### config.mk
export PLATFORM = sky130hd
export DESIGN_NAME = mc_control_fsm
export DESIGN_NICKNAME = d
export VERILOG_FILES = /design/src/rtl/mc_control_fsm.sv
export SDC_FILE = /design/constraint.sdc
export NUM_CORES = 1
export LEC_CHECK = 0
export ABC_AREA = 1
export BUFFER_PORTS_ARGS = -buffer_cell sky130_fd_sc_hd__buf_2
export CAP_MARGIN = 20
export CORE_ASPECT_RATIO = 0.6
export CORE_UTILIZATION = 56
export CTS_CLUSTER_DIAMETER = 60
export DETAILED_ROUTE_END_ITERATION = 10
export PLACE_DENSITY = 0.79
export SYNTH_ARGS = -nofsm -noshare
export SYNTH_HDL_FRONTEND = slang
export SYNTH_SLANG_ARGS = --single-unit
### constraint.sdc
create_clock -name clk -period 2.9 [get_ports clk]
set_input_delay 0.725 -clock clk [delete_from_list [all_inputs] [get_ports clk]]
set_output_delay 0.725 -clock clk [all_outputs]
set_load 0.01 [all_outputs]
### src/rtl/mc_control_fsm.sv
// Multi-cycle RV32I control unit: sequences FETCH/DECODE/EXEC/MEM/WB with a
// variable-latency memory handshake, wait timeout, halt and retired count.
module mc_control_fsm #(
    parameter int unsigned TIMEOUT_CYCLES = 16,
    parameter int unsigned CNT_W          = 32
) (
    input  logic             clk,
    input  logic             rst,
    input  logic [4:0]       opcode,
    input  logic             inst20,
    input  logic             mem_ready,
    output logic             mem_req,
    output logic             ir_write,
    output logic             pc_write,
    output logic             branch,
    output logic             ALUSrc,
    output logic             MemtoReg,
    output logic             ALUjump,
    output logic             PCplus4toReg,
    output logic             AddertoReg,
    output logic [1:0]       ALUOp,
    output logic             MemRead,
    output logic             MemWrite,
    output logic             RegWrite,
    output logic             halted,
    output logic             illegal,
    output logic             timeout,
    output logic [2:0]       state,
    output logic [CNT_W-1:0] instret
);

    localparam int unsigned WAIT_W     = (TIMEOUT_CYCLES > 0) ? $clog2(TIMEOUT_CYCLES + 1) : 1;
    localparam bit          TIMEOUT_EN = (TIMEOUT_CYCLES != 0);
    localparam logic [WAIT_W-1:0] WAIT_LAST = WAIT_W'(TIMEOUT_CYCLES - 1);

    typedef enum logic [2:0] {
        S_BOOT   = 3'd0,
        S_FETCH  = 3'd1,
        S_DECODE = 3'd2,
        S_EXEC   = 3'd3,
        S_MEM    = 3'd4,
        S_WB     = 3'd5,
        S_HALT   = 3'd6
    } state_t;

    typedef enum logic [3:0] {
        C_ILLEGAL, C_R, C_I, C_LOAD, C_STORE, C_BRANCH,
        C_JALR, C_JAL, C_AUIPC, C_LUI, C_SYSTEM, C_FENCE
    } cls_t;

    state_t            state_q, state_d;
    cls_t              cls_q, dec_cls, sel_cls;
    logic              inst20_q;
    logic [WAIT_W-1:0] wait_cnt;
    logic              wait_expire;
    logic              set_illegal, set_timeout;
    logic              sel_en;

    function automatic cls_t decode_op(input logic [4:0] op);
        case (op)
            5'b01100: return C_R;
            5'b00100: return C_I;
            5'b00000: return C_LOAD;
            5'b01000: return C_STORE;
            5'b11000: return C_BRANCH;
            5'b11001: return C_JALR;
            5'b11011: return C_JAL;
            5'b00101: return C_AUIPC;
            5'b01101: return C_LUI;
            5'b11100: return C_SYSTEM;
            5'b00011: return C_FENCE;
            default:  return C_ILLEGAL;
        endcase
    endfunction

    assign dec_cls     = decode_op(opcode);
    assign state       = state_q;
    // Fires on the last permitted wait cycle if ready is still low.
    assign wait_expire = TIMEOUT_EN && !mem_ready && (wait_cnt == WAIT_LAST);

    // Next-state and strobe decode
    always_comb begin
        state_d     = state_q;
        mem_req     = 1'b0;
        ir_write    = 1'b0;
        pc_write    = 1'b0;
        MemRead     = 1'b0;
        MemWrite    = 1'b0;
        RegWrite    = 1'b0;
        halted      = 1'b0;
        set_illegal = 1'b0;
        set_timeout = 1'b0;
        case (state_q)
            S_BOOT: state_d = S_FETCH;
            S_FETCH: begin
                mem_req = 1'b1;
                if (mem_ready) begin
                    ir_write = 1'b1;
                    state_d  = S_DECODE;
                end else if (wait_expire) begin
                    set_timeout = 1'b1;
                    state_d     = S_HALT;
                end
            end
            S_DECODE: begin
                if (dec_cls == C_ILLEGAL) begin
                    set_illegal = 1'b1;
                    state_d     = S_HALT;
                end else begin
                    state_d = S_EXEC;
                end
            end
            S_EXEC: begin
                case (cls_q)
                    C_LOAD, C_STORE: state_d = S_MEM;
                    C_BRANCH, C_FENCE: begin
                        pc_write = 1'b1;
                        state_d  = S_FETCH;
                    end
                    C_SYSTEM: begin
                        if (inst20_q) begin
                            state_d = S_HALT;
                        end else begin
                            pc_write = 1'b1;
                            state_d  = S_FETCH;
                        end
                    end
                    default: state_d = S_WB;
                endcase
            end
            S_MEM: begin
                mem_req  = 1'b1;
                MemRead  = (cls_q == C_LOAD);
                MemWrite = (cls_q == C_STORE);
                if (mem_ready) begin
                    if (cls_q == C_LOAD) begin
                        state_d = S_WB;
                    end else begin
                        pc_write = 1'b1;
                        state_d  = S_FETCH;
                    end
                end else if (wait_expire) begin
                    set_timeout = 1'b1;
                    state_d     = S_HALT;
                end
            end
            S_WB: begin
                RegWrite = cls_q inside {C_R, C_I, C_LOAD, C_JAL, C_JALR, C_AUIPC, C_LUI};
                pc_write = 1'b1;
                state_d  = S_FETCH;
            end
            S_HALT: halted = 1'b1;
            default: state_d = S_BOOT;
        endcase
    end

    // Datapath selects; DECODE uses the live IR opcode since the class latches at its end
    always_comb begin
        sel_cls      = (state_q == S_DECODE) ? dec_cls : cls_q;
        sel_en       = state_q inside {S_DECODE, S_EXEC, S_MEM, S_WB};
        ALUOp        = 2'b00;
        ALUSrc       = 1'b0;
        MemtoReg     = 1'b0;
        branch       = 1'b0;
        ALUjump      = 1'b0;
        PCplus4toReg = 1'b0;
        AddertoReg   = 1'b0;
        if (sel_en) begin
            case (sel_cls)
                C_R, C_I: ALUOp = 2'b10;
                C_BRANCH: ALUOp = 2'b01;
                C_LUI:    ALUOp = 2'b11;
                default:  ALUOp = 2'b00;
            endcase
            ALUSrc       = sel_cls inside {C_I, C_LOAD, C_STORE, C_JALR, C_LUI};
            MemtoReg     = (sel_cls == C_LOAD);
            branch       = sel_cls inside {C_BRANCH, C_JAL};
            ALUjump      = (sel_cls == C_JALR);
            PCplus4toReg = sel_cls inside {C_JAL, C_JALR};
            AddertoReg   = (sel_cls == C_AUIPC);
        end
    end

    // State, latched class, wait counter, sticky flags and retired count
    always_ff @(posedge clk or posedge rst) begin
        if (rst) begin
            state_q  <= S_BOOT;
            cls_q    <= C_ILLEGAL;
            inst20_q <= 1'b0;
            wait_cnt <= '0;
            illegal  <= 1'b0;
            timeout  <= 1'b0;
            instret  <= '0;
        end else begin
            state_q <= state_d;
            if (state_q == S_DECODE) begin
                cls_q    <= dec_cls;
                inst20_q <= inst20;
            end
            if (state_d != state_q) begin
                wait_cnt <= '0;
            end else if (TIMEOUT_EN && mem_req && !mem_ready) begin
                wait_cnt <= wait_cnt + WAIT_W'(1);
            end
            if (set_illegal) illegal <= 1'b1;
            if (set_timeout) timeout <= 1'b1;
            if (pc_write) instret <= instret + CNT_W'(1);
        end
    end

endmodule

# Yosys cells after proc, flatten, opt, wreduce, memory -nomap -nowiden

Memory sizes are Yosys's and may differ from the RTL's.
Cells that the tools add are included.

Register bits after elaboration: 47
Memory bits (read-only): 128
Output and inout port bits: 52
Word-level logic and storage cells: 90
Memories: 1

$add $sub $neg: 2
Equality and inequality tests: 28
Multiplexer cells: 36
Reduce and logical (&&, ||, !) cells: 16

Memory list:

| name             | depth | width | rd ports | clocked after memory_dff | write ports | line | source |
|---|---|---|---|---|---|---|---|
| (name not given) | 32    | 4     | 1        | 0                        | 0           | 60   | `case (op)` |

Operators with widths:

| kind                    | count |
|---|---|
| $add A32 B1 Y32 const B | 1 |
| $eq A4 B3 Y1 const B    | 8 |
| $eq A4 B4 Y1 const B    | 6 |
| $mux W1                 | 21 |
| $mux W3                 | 6 |
| $pmux W3 S6             | 1 |
| $eq A4 B2 Y1 const B    | 4 |
| $mux W5                 | 2 |
| $reduce_or A2 Y1        | 5 |
| $eq A3 B3 Y1 const B    | 3 |
| $pmux W3 S3             | 1 |
| $eq A4 B1 Y1 const B    | 2 |
| $reduce_bool A7 Y1      | 1 |
| $eq A3 B2 Y1 const B    | 2 |
| $pmux W2 S3             | 1 |
| $reduce_bool A2 Y1      | 3 |
| $add A5 B1 Y5 const B   | 1 |
| $eq A5 B4 Y1 const B    | 1 |
| $reduce_bool A5 Y1      | 1 |
| $logic_not A4 Y1        | 1 |
| $mux W4                 | 1 |
| $reduce_bool A4 Y1      | 1 |
| $eq A3 B1 Y1 const B    | 1 |
| $logic_not A3 Y1        | 1 |
| other kinds (6)         | 7 |

# Logic depth before layout (Yosys ltp)

Gate-level depths: netlist of the first run.

Depth in word-level cells: 7
Depth in mapped cells: 13
Gate-level depth less buffers: 13

# Worst setup path after synthesis of the first run

OpenSTA, ideal clock, no wires.

Path type: input -> output
From: input port opcode[0]
To: output port MemtoReg
Arrival: 1922 ps
Data required time: 2175 ps
Path slack: 253 ps
Cell stages on the path: 7
Path buffers: 0
Cell sequence: inv_1 > ha_1 > o21ai_0 > nand2_1 > nand3_1 > o21ai_2 > nor4_1

Longest elaborated chain between the ends: 4

Ends and longest elaborated chain:

| what           | line | source |
|---|---|---|
| from (decl)    | 9    | `input logic [4:0] opcode,` |
| $mem_v2 Z32 W4 | n/a  |  |
| $mux W4        | n/a  |  |
| $eq A4 B2 Y1   | 176  | `MemtoReg = (sel_cls == C_LOAD);` |
| $mux W1        | 168  | `if (sel_en) begin` |
| to (decl)      | 17   | `output logic MemtoReg,` |

Every way passes these cells.

# Worst setup path after layout of the first run

From: input port opcode[0]
To: output port ALUOp[1]

Longest elaborated chain between the ends: 6
Elaborated cells on any way between the ends: 9
Classes of those cells: 4 x eq/ne; 3 x mux; 1 x reduce/logical; 1 x memory

Ends and longest elaborated chain:

| what                                                | line | source |
|---|---|---|
| $mem_v2 Z32 W4 (*)                                  | n/a  |  |
| $mux W4 (*)                                         | n/a  |  |
| via sel_cls[1]                                      | 52   | `cls_t cls_q, dec_cls, sel_cls;` |
| $eq A4 B2 Y1 / $eq A4 B1 Y1 (equally long branches) | 169  | `case (sel_cls)` |
| $reduce_or A2 Y1                                    | 169  |  |
| $pmux W2 S3 (*)                                     | 169  |  |
| $mux W2 (*)                                         | 168  |  |
| to (decl)                                           | 21   | `output logic [1:0] ALUOp,` |

The timed path passes the listed nets; every way through them passes the cells marked *.

==> metrics.csv, run 1 <==
stage,metric,value,unit
status,outcome,completed,
clock_tree,cts_buffers,5,
floorplan,initial_core_util,60.0,%
pwr,vdd_drop_max,0.616,mV
logic_synthesis,synth_top_family_by_area,simple AND/OR/NAND/NOR gates,
clock_tree,root_buffer,clkbuf_8,
logic_synthesis,synthCells,441,
critical_path,slowest_delay,0.20,ns
critical_path,reg2regPathDepth,8,
critical_path,required,2.17,ns
route,drtIter0Drc,318,
route,first_pass_iters,7,
flow_run,drv_cap,0,
logic_synthesis,yosysWarnings,0,
layout,final_cell_mix,"nand2_1, nor2_1, buf_2, dfrtp_1, inv_1",
timing,layout_setup_ws,0.0828,ns
timing,tightest_slew,0.526,ns
critical_path,crit_top_cell,inv_2,
pwr,static-leakage-power,2.00,nW
critical_path,path_depth,11,
logic_synthesis,synth_area,3140,um^2
floorplan,die-area,5920,um^2
layout,seq_area,1180,um^2
timing,skew,0.00367,ns
pwr,powerDensity,670,nW/um^2
logic_synthesis,synth-compound-area-share,3.83,%
route,wl_per_cell,13.4,um
layout,finalNonFillerCells,576,
layout,drive_gt1_share,23.5,%
grt,grt_pass1_vias,2416,
placement,routabilityCongestion,0.983,
placement,dp.final_hpwl,5.78,mm
timing,drv_slew,0,
logic_synthesis,synth_edf_count,0,
clock_tree,path_clk_slew,0.09,ns
logic_synthesis,synth_area_leaders,"dfrtp_1, nand2_1, nor2_1, xor2_1, inv_1",
timing,post-route-period-util,97.1,%
layout,finalCoreUtilization,70.7,%
critical_path,crit_buf_inv,4,
layout,n_antenna_cell,0,
clock_tree,insertion_delay,0.30,ns
timing,finalHoldViolCount,0,
layout,layout_commonest_cell,nand2_1,
critical_path,critPathMaxFanout,7,
route,drt-total-wl,7.72,mm
floorplan,rows,20,
logic_synthesis,synth-seq-cells,47,
floorplan,pin_count,61,
route,drc,0,
min_path,hp-class,input port to async pin,
placement,dpl.cell_count,567,
logic_synthesis,synthAdderAreaFrac,3.19,%
route,vias,3049,
clock_tree,ctsHoldBuffers,0,
route,vias_per_cell,5.29,
critical_path,critPathKind,input port to primary output,
layout,multiInputGateArea,1810,um^2
timing,rsz0062_at_grt,yes,
critical_path,critPathSlowestCell,ha_4,
clock_tree,cts.sinks,47,
floorplan,coreArea,5230,um^2
logic_synthesis,synthMuxAreaShare,0.319,%
logic_synthesis,yosys.area_share.simple,39.2,%
logic_synthesis,yosysTopAreaCell,dfrtp_1,
timing,holdWs,0.263,ns
timing,finalCriticalPeriod,2.82,ns
layout,n_fill_cell,432,
logic_synthesis,async_reset_ff_share,100,%
timing,finalSetupViolCount,0,
clock_tree,cts-htree-levels,2,
grt,grt_pass1_wl,12.0,mm
route,ant_nets,0,
floorplan,die_x,98.6,um
grt,grt_use_total,26.4,%
critical_path,crit_chain,"buf_4, inv_2, ha_4, o21ai_1, nand2_1, nand3_2, o21ai_4, inv_2, nand4_1, a21oi_1, buf_2",
grt,grt_start_max_net_pins,44,
placement,io_buffers,60,
critical_path,startpoint_type,input port,
timing,relSlewSlack,64.9,%
logic_synthesis,yosysUniqueCellTypes,34,
layout,layout.nets,526,
critical_path,path_delay_family,buffers and inverters,
logic_synthesis,synthFlopType,dfrtp_1,
logic_synthesis,avgSynthCellArea,7.12,um^2
layout,area_growth_syn_to_layout,17.8,%
clock_tree,cts_tree,built,
floorplan,die_y,60.0,um
critical_path,end_kind,primary output,
timing,fmax,355,MHz
timing,setup_tns,0,ns
logic_synthesis,synthesis.nets,458,
grt,overflow,0,
logic_synthesis,synth-xor-area-share,8.93,%
critical_path,arrival,2.09,ns
grt,antenna_found_initial,0,
logic_synthesis,synth_top_area_share,37.5,%
placement,place_ws,0.0207,ns
logic_synthesis,synth-seq-area-share,37.5,%
clock_tree,clock_path_buffers,2,
-- layer usage --
layer  wire length [um]  track usage (%)
met1               3990             42.8
met5                  0                0
met2               2960             34.6
met4                 72             3.20
met3                699             7.25
-- report_power, final --
| group | internal, W | switching (W) |
|---|---|---|
| Combinational | 0.000410 | 0.000750 |
| Clock | 0.000173 | 0.000236 |
| Sequential | 0.000758 | 0.000148 |
-- stage by stage --
stage / power (W) / area (um^2)
6_report: 0.00248 / 3700
5_1_grt: 0.00265 / 3700
4_1_cts: 0.00237 / 3610
3_3_place_gp: 0.00194 / 3520
3_5_place_dp: 0.00196 / 3520
2_1_floorplan: 0.00166 / 3140
-- path summary, 6_finish.rpt --
path | slack, ns | endpoint | from
max in group asynchronous | 1.93 | instret[20] | rst
worst min-delay path | 0.26 | wait_cnt[2] | rst
min in group clk | 0.46 | timeout | timeout
worst min register to register | 0.46 | timeout | timeout
worst max register to register | 0.98 | instret[18] | instret[1]
worst max-delay path | 0.08 | ALUOp[1] | opcode[0]
-- state kept, by name, indices dropped and copies added (netlist names) --
register,cells
cls_q,4
illegal,1
wait_cnt,5
state,3
instret,32
inst20_q,1
timeout,1
-- cell usage after synthesis (2+ instances only) --
| cell | instances |
|---|---|
| nand2_1 | 143 |
| nor2_1 | 65 |
| dfrtp_1 | 47 |
| inv_1 | 41 |
| nand3_1 | 27 |
| xor2_1 | 21 |
| nor3_1 | 11 |
| xnor2_1 | 11 |
| nand4_1 | 10 |
| o21ai_0 | 10 |
| ha_1 | 8 |
| nor2_2 | 7 |
| inv_2 | 5 |
| a21oi_1 | 4 |
| nand3_2 | 4 |
| nor4_1 | 3 |
| o21ai_2 | 3 |
| buf_6 | 2 |
| inv_4 | 2 |
| nand2_2 | 2 |
| nand2_4 | 2 |
-- kinds of logic after synthesis --
family,count (synthesis)
flops,47
fa+ha+maj,8
compound gates,20
buf+inv,52
xor+xnor,32
simple gates,281
mux,1
-- layout make-up --
| class | instances | area share [%] |
|---|---|---|
| Clock buffer | 5 | 1.86 |
| Clock inverter | 3 | 0.643 |
| Inverter | 48 | 5.08 |
| Multi-Input combinational cell | 342 | 49.0 |
| Sequential cell | 47 | 31.9 |
| Tap cell | 66 | 2.23 |
| Timing Repair Buffer | 65 | 9.38 |
-- what timing repair did --
| action | CTS | global route |
|---|---|---|
| resized for setup | 0 | 25 |
| endpoints found under the hold margin | 0 | 0 |
| setup buffers | 0 | 1 |
| endpoints found under the setup margin | 0 | 8 |
Note: power is estimated with default switching activity, not from simulation.
==> run 2: changes to the inputs <==
--- a/config.mk
+++ b/config.mk
@@ -6,13 +6,13 @@
 export NUM_CORES = 1
 export LEC_CHECK = 0
 export ABC_AREA = 1
-export BUFFER_PORTS_ARGS = -buffer_cell sky130_fd_sc_hd__buf_2
 export CAP_MARGIN = 20
 export CORE_ASPECT_RATIO = 0.6
-export CORE_UTILIZATION = 56
+export CORE_UTILIZATION = 64
 export CTS_CLUSTER_DIAMETER = 60
 export DETAILED_ROUTE_END_ITERATION = 10
-export PLACE_DENSITY = 0.79
+export DONT_BUFFER_PORTS = 1
+export PLACE_DENSITY = 0.78
 export SYNTH_ARGS = -nofsm -noshare
 export SYNTH_HDL_FRONTEND = slang
 export SYNTH_SLANG_ARGS = --single-unit
==> run 2 against run 1 <==
Cell count fell by 11%. Global-route usage increased by 5.5 points. Flip-flop and latch count unchanged. Cell area decreased by 10%. Combinational power is 16% lower. Sequential share of layout area grew 3.7 points. Die area fell by 12%. Clock-buffer cell count unchanged.
==> metrics.csv, run 2 (synthesis gave the netlist of run 1 again) <==
stage,metric,value,unit
flow_run,drv_cap,0,
critical_path,r2r_slack,0.87,ns
critical_path,crit_start,opcode[1],
grt,grt_pass1_wl,12.9,mm
route,drtIter0Drc,424,
layout,largest_reg_flops,32,
critical_path,startpoint_type,input port,
grt,grt_start_max_net_pins,48,
layout,final_cell_mix,"nand2_1, nor2_1, dfrtp_1, inv_1, nand3_1",
layout,largest-register,instret,
pwr,static-leakage-power,1.69,nW
critical_path,critPathMaxFanout,5,
clock_tree,clock_path_buffers,2,
route,drt-total-wl,7.42,mm
floorplan,die_y,56.2,um
pwr,p_clk_share,16.8,%
layout,layout.nets,465,
pwr,powerDensity,691,nW/um^2
critical_path,required,2.17,ns
route,dr_wl_met2,2.84,mm
floorplan,coreArea,4640,um^2
layout,area_growth_syn_to_layout,5.42,%
layout,n_antenna_cell,0,
floorplan,initial_core_util,67.7,%
clock_tree,root_buffer,clkbuf_8,
critical_path,reg2reg_from,wait_cnt[0],
min_path,hp-class,input port to async pin,
critical_path,arrival,2.01,ns
timing,post-route-period-util,94.4,%
critical_path,end_kind,primary output,
clock_tree,insertion_delay,0.30,ns
route,vias_per_cell,5.56,
timing,drv_slew,0,
critical_path,critPathKind,input port to primary output,
timing,tightest_slew,0.953,ns
route,highest_layer,met4,
clock_tree,post_cts_buffers,0,
status,outcome,completed,
floorplan,die_x,92.4,um
layout,layout_commonest_cell,nand2_1,
grt,grt_use_total,31.9,%
timing,setup_tns,0,ns
clock_tree,cts.sinks,47,
clock_tree,cts-htree-levels,2,
floorplan,pin_count,61,
timing,finalHoldViolCount,0,
layout,drive_gt1_share,10.0,%
grt,grt_pass1_vias,2592,
placement,routabilityCongestion,0.958,
timing,skew,0.0143,ns
timing,finalCriticalPeriod,2.74,ns
floorplan,rows,19,
timing,layout_setup_ws,0.161,ns
clock_tree,cts_buffers,5,
placement,io_buffers,0,
layout,n_fill_cell,395,
timing,finalSetupViolCount,0,
placement,dpl.cell_count,504,
timing,relSlewSlack,36.4,%
route,wl_met3,775,um
placement,place_ws,0.138,ns
pwr,vdd_drop_max,0.514,mV
grt,antenna_found_initial,0,
pwr,seqPwrFrac,40.5,%
route,drc,0,
layout,multiInputGateArea,1750,um^2
placement,dp.final_hpwl,5.74,mm
clock_tree,path_clk_slew,0.09,ns
pwr,power_frac_comb,42.7,%
floorplan,die-area,5200,um^2
pwr,power.net_switching,0.00107,W
layout,reg_top3,"instret x32, wait_cnt x5, cls_q x4",
route,first_pass_iters,5,
route,ant_nets,0,
pwr,p_int,0.00122,W
clock_tree,cts_tree,built,
critical_path,reg2regPathDepth,12,
pwr,switching_share,46.8,%
timing,holdWs,0.509,ns
timing,fmax,365,MHz
route,m1WireLength,3.75,mm
layout,finalNonFillerCells,511,
route,vias,2839,
timing,rsz0062_at_grt,yes,
route,wl_per_cell,14.5,um
grt,overflow,0,
critical_path,rr_endpoint,wait_cnt[0],
layout,seq_area,1180,um^2
run 2: layer usage:
metal,track usage (%),vias up
li1,-,1402
met1,52.5,1291
met2,40.3,139
met3,9.29,7
met4,6.03,0
met5,0,-
run 2: power groups by stage:
stage / sequential (W) / combinational [W] / clock [W]
global placement: 0.000926 / 0.000915 / 0
global route: 0.000944 / 0.00111 / 0.000417
floorplan: 0.000901 / 0.000759 / 0
CTS: 0.000922 / 0.000944 / 0.000391
finish: 0.000926 / 0.000976 / 0.000385
detailed placement: 0.000934 / 0.000937 / 0
run 2: through the flow:
| stage | cell area [um^2] | utilization, % | power (W) |
|---|---|---|---|
| floorplan | 3140 | - | 0.00166 |
| global placement | 3210 | 69.3 | 0.00184 |
| global route | 3310 | 71.4 | 0.00247 |
| detailed placement | 3210 | 69.3 | 0.00187 |
| finish | 3310 | 71.4 | 0.00229 |
| CTS | 3290 | 71.1 | 0.00226 |
run 2: layout make-up:
class / count / share of cell area (%)
inverters: 48 / 5.60
clock buffers: 5 / 2.08
clock inverters: 2 / 0.416
repair buffers: 4 / 0.908
flip-flops and latches: 47 / 35.6
multi-input cells: 342 / 53.0
well taps: 63 / 2.38
run 2: worst max path at each step:
stage               slack, ns  cells after the start       end
finish                   0.16                     10  ALUOp[0]
global placement         0.21                     10  ALUOp[0]
floorplan                0.25                      7  MemtoReg
CTS                      0.12                      9  ALUOp[0]
global route            -0.01                     11  ALUOp[0]
detailed placement       0.14                      9  ALUOp[1]
run 2: repair_timing:
item,CTS,global route
setup endpoints to repair,0,5
hold buffers,0,0
resized for setup,0,4
run 2: critical path, stage by stage:
cell,delay (ns)
inv_1,0.05
ha_1,0.28
nor2_1,0.11
nand2_1,0.06
nand2_1,0.12
o21ai_2,0.11
inv_2,0.13
nand2_1,0.08
a211oi_1,0.19
buf_4,0.16
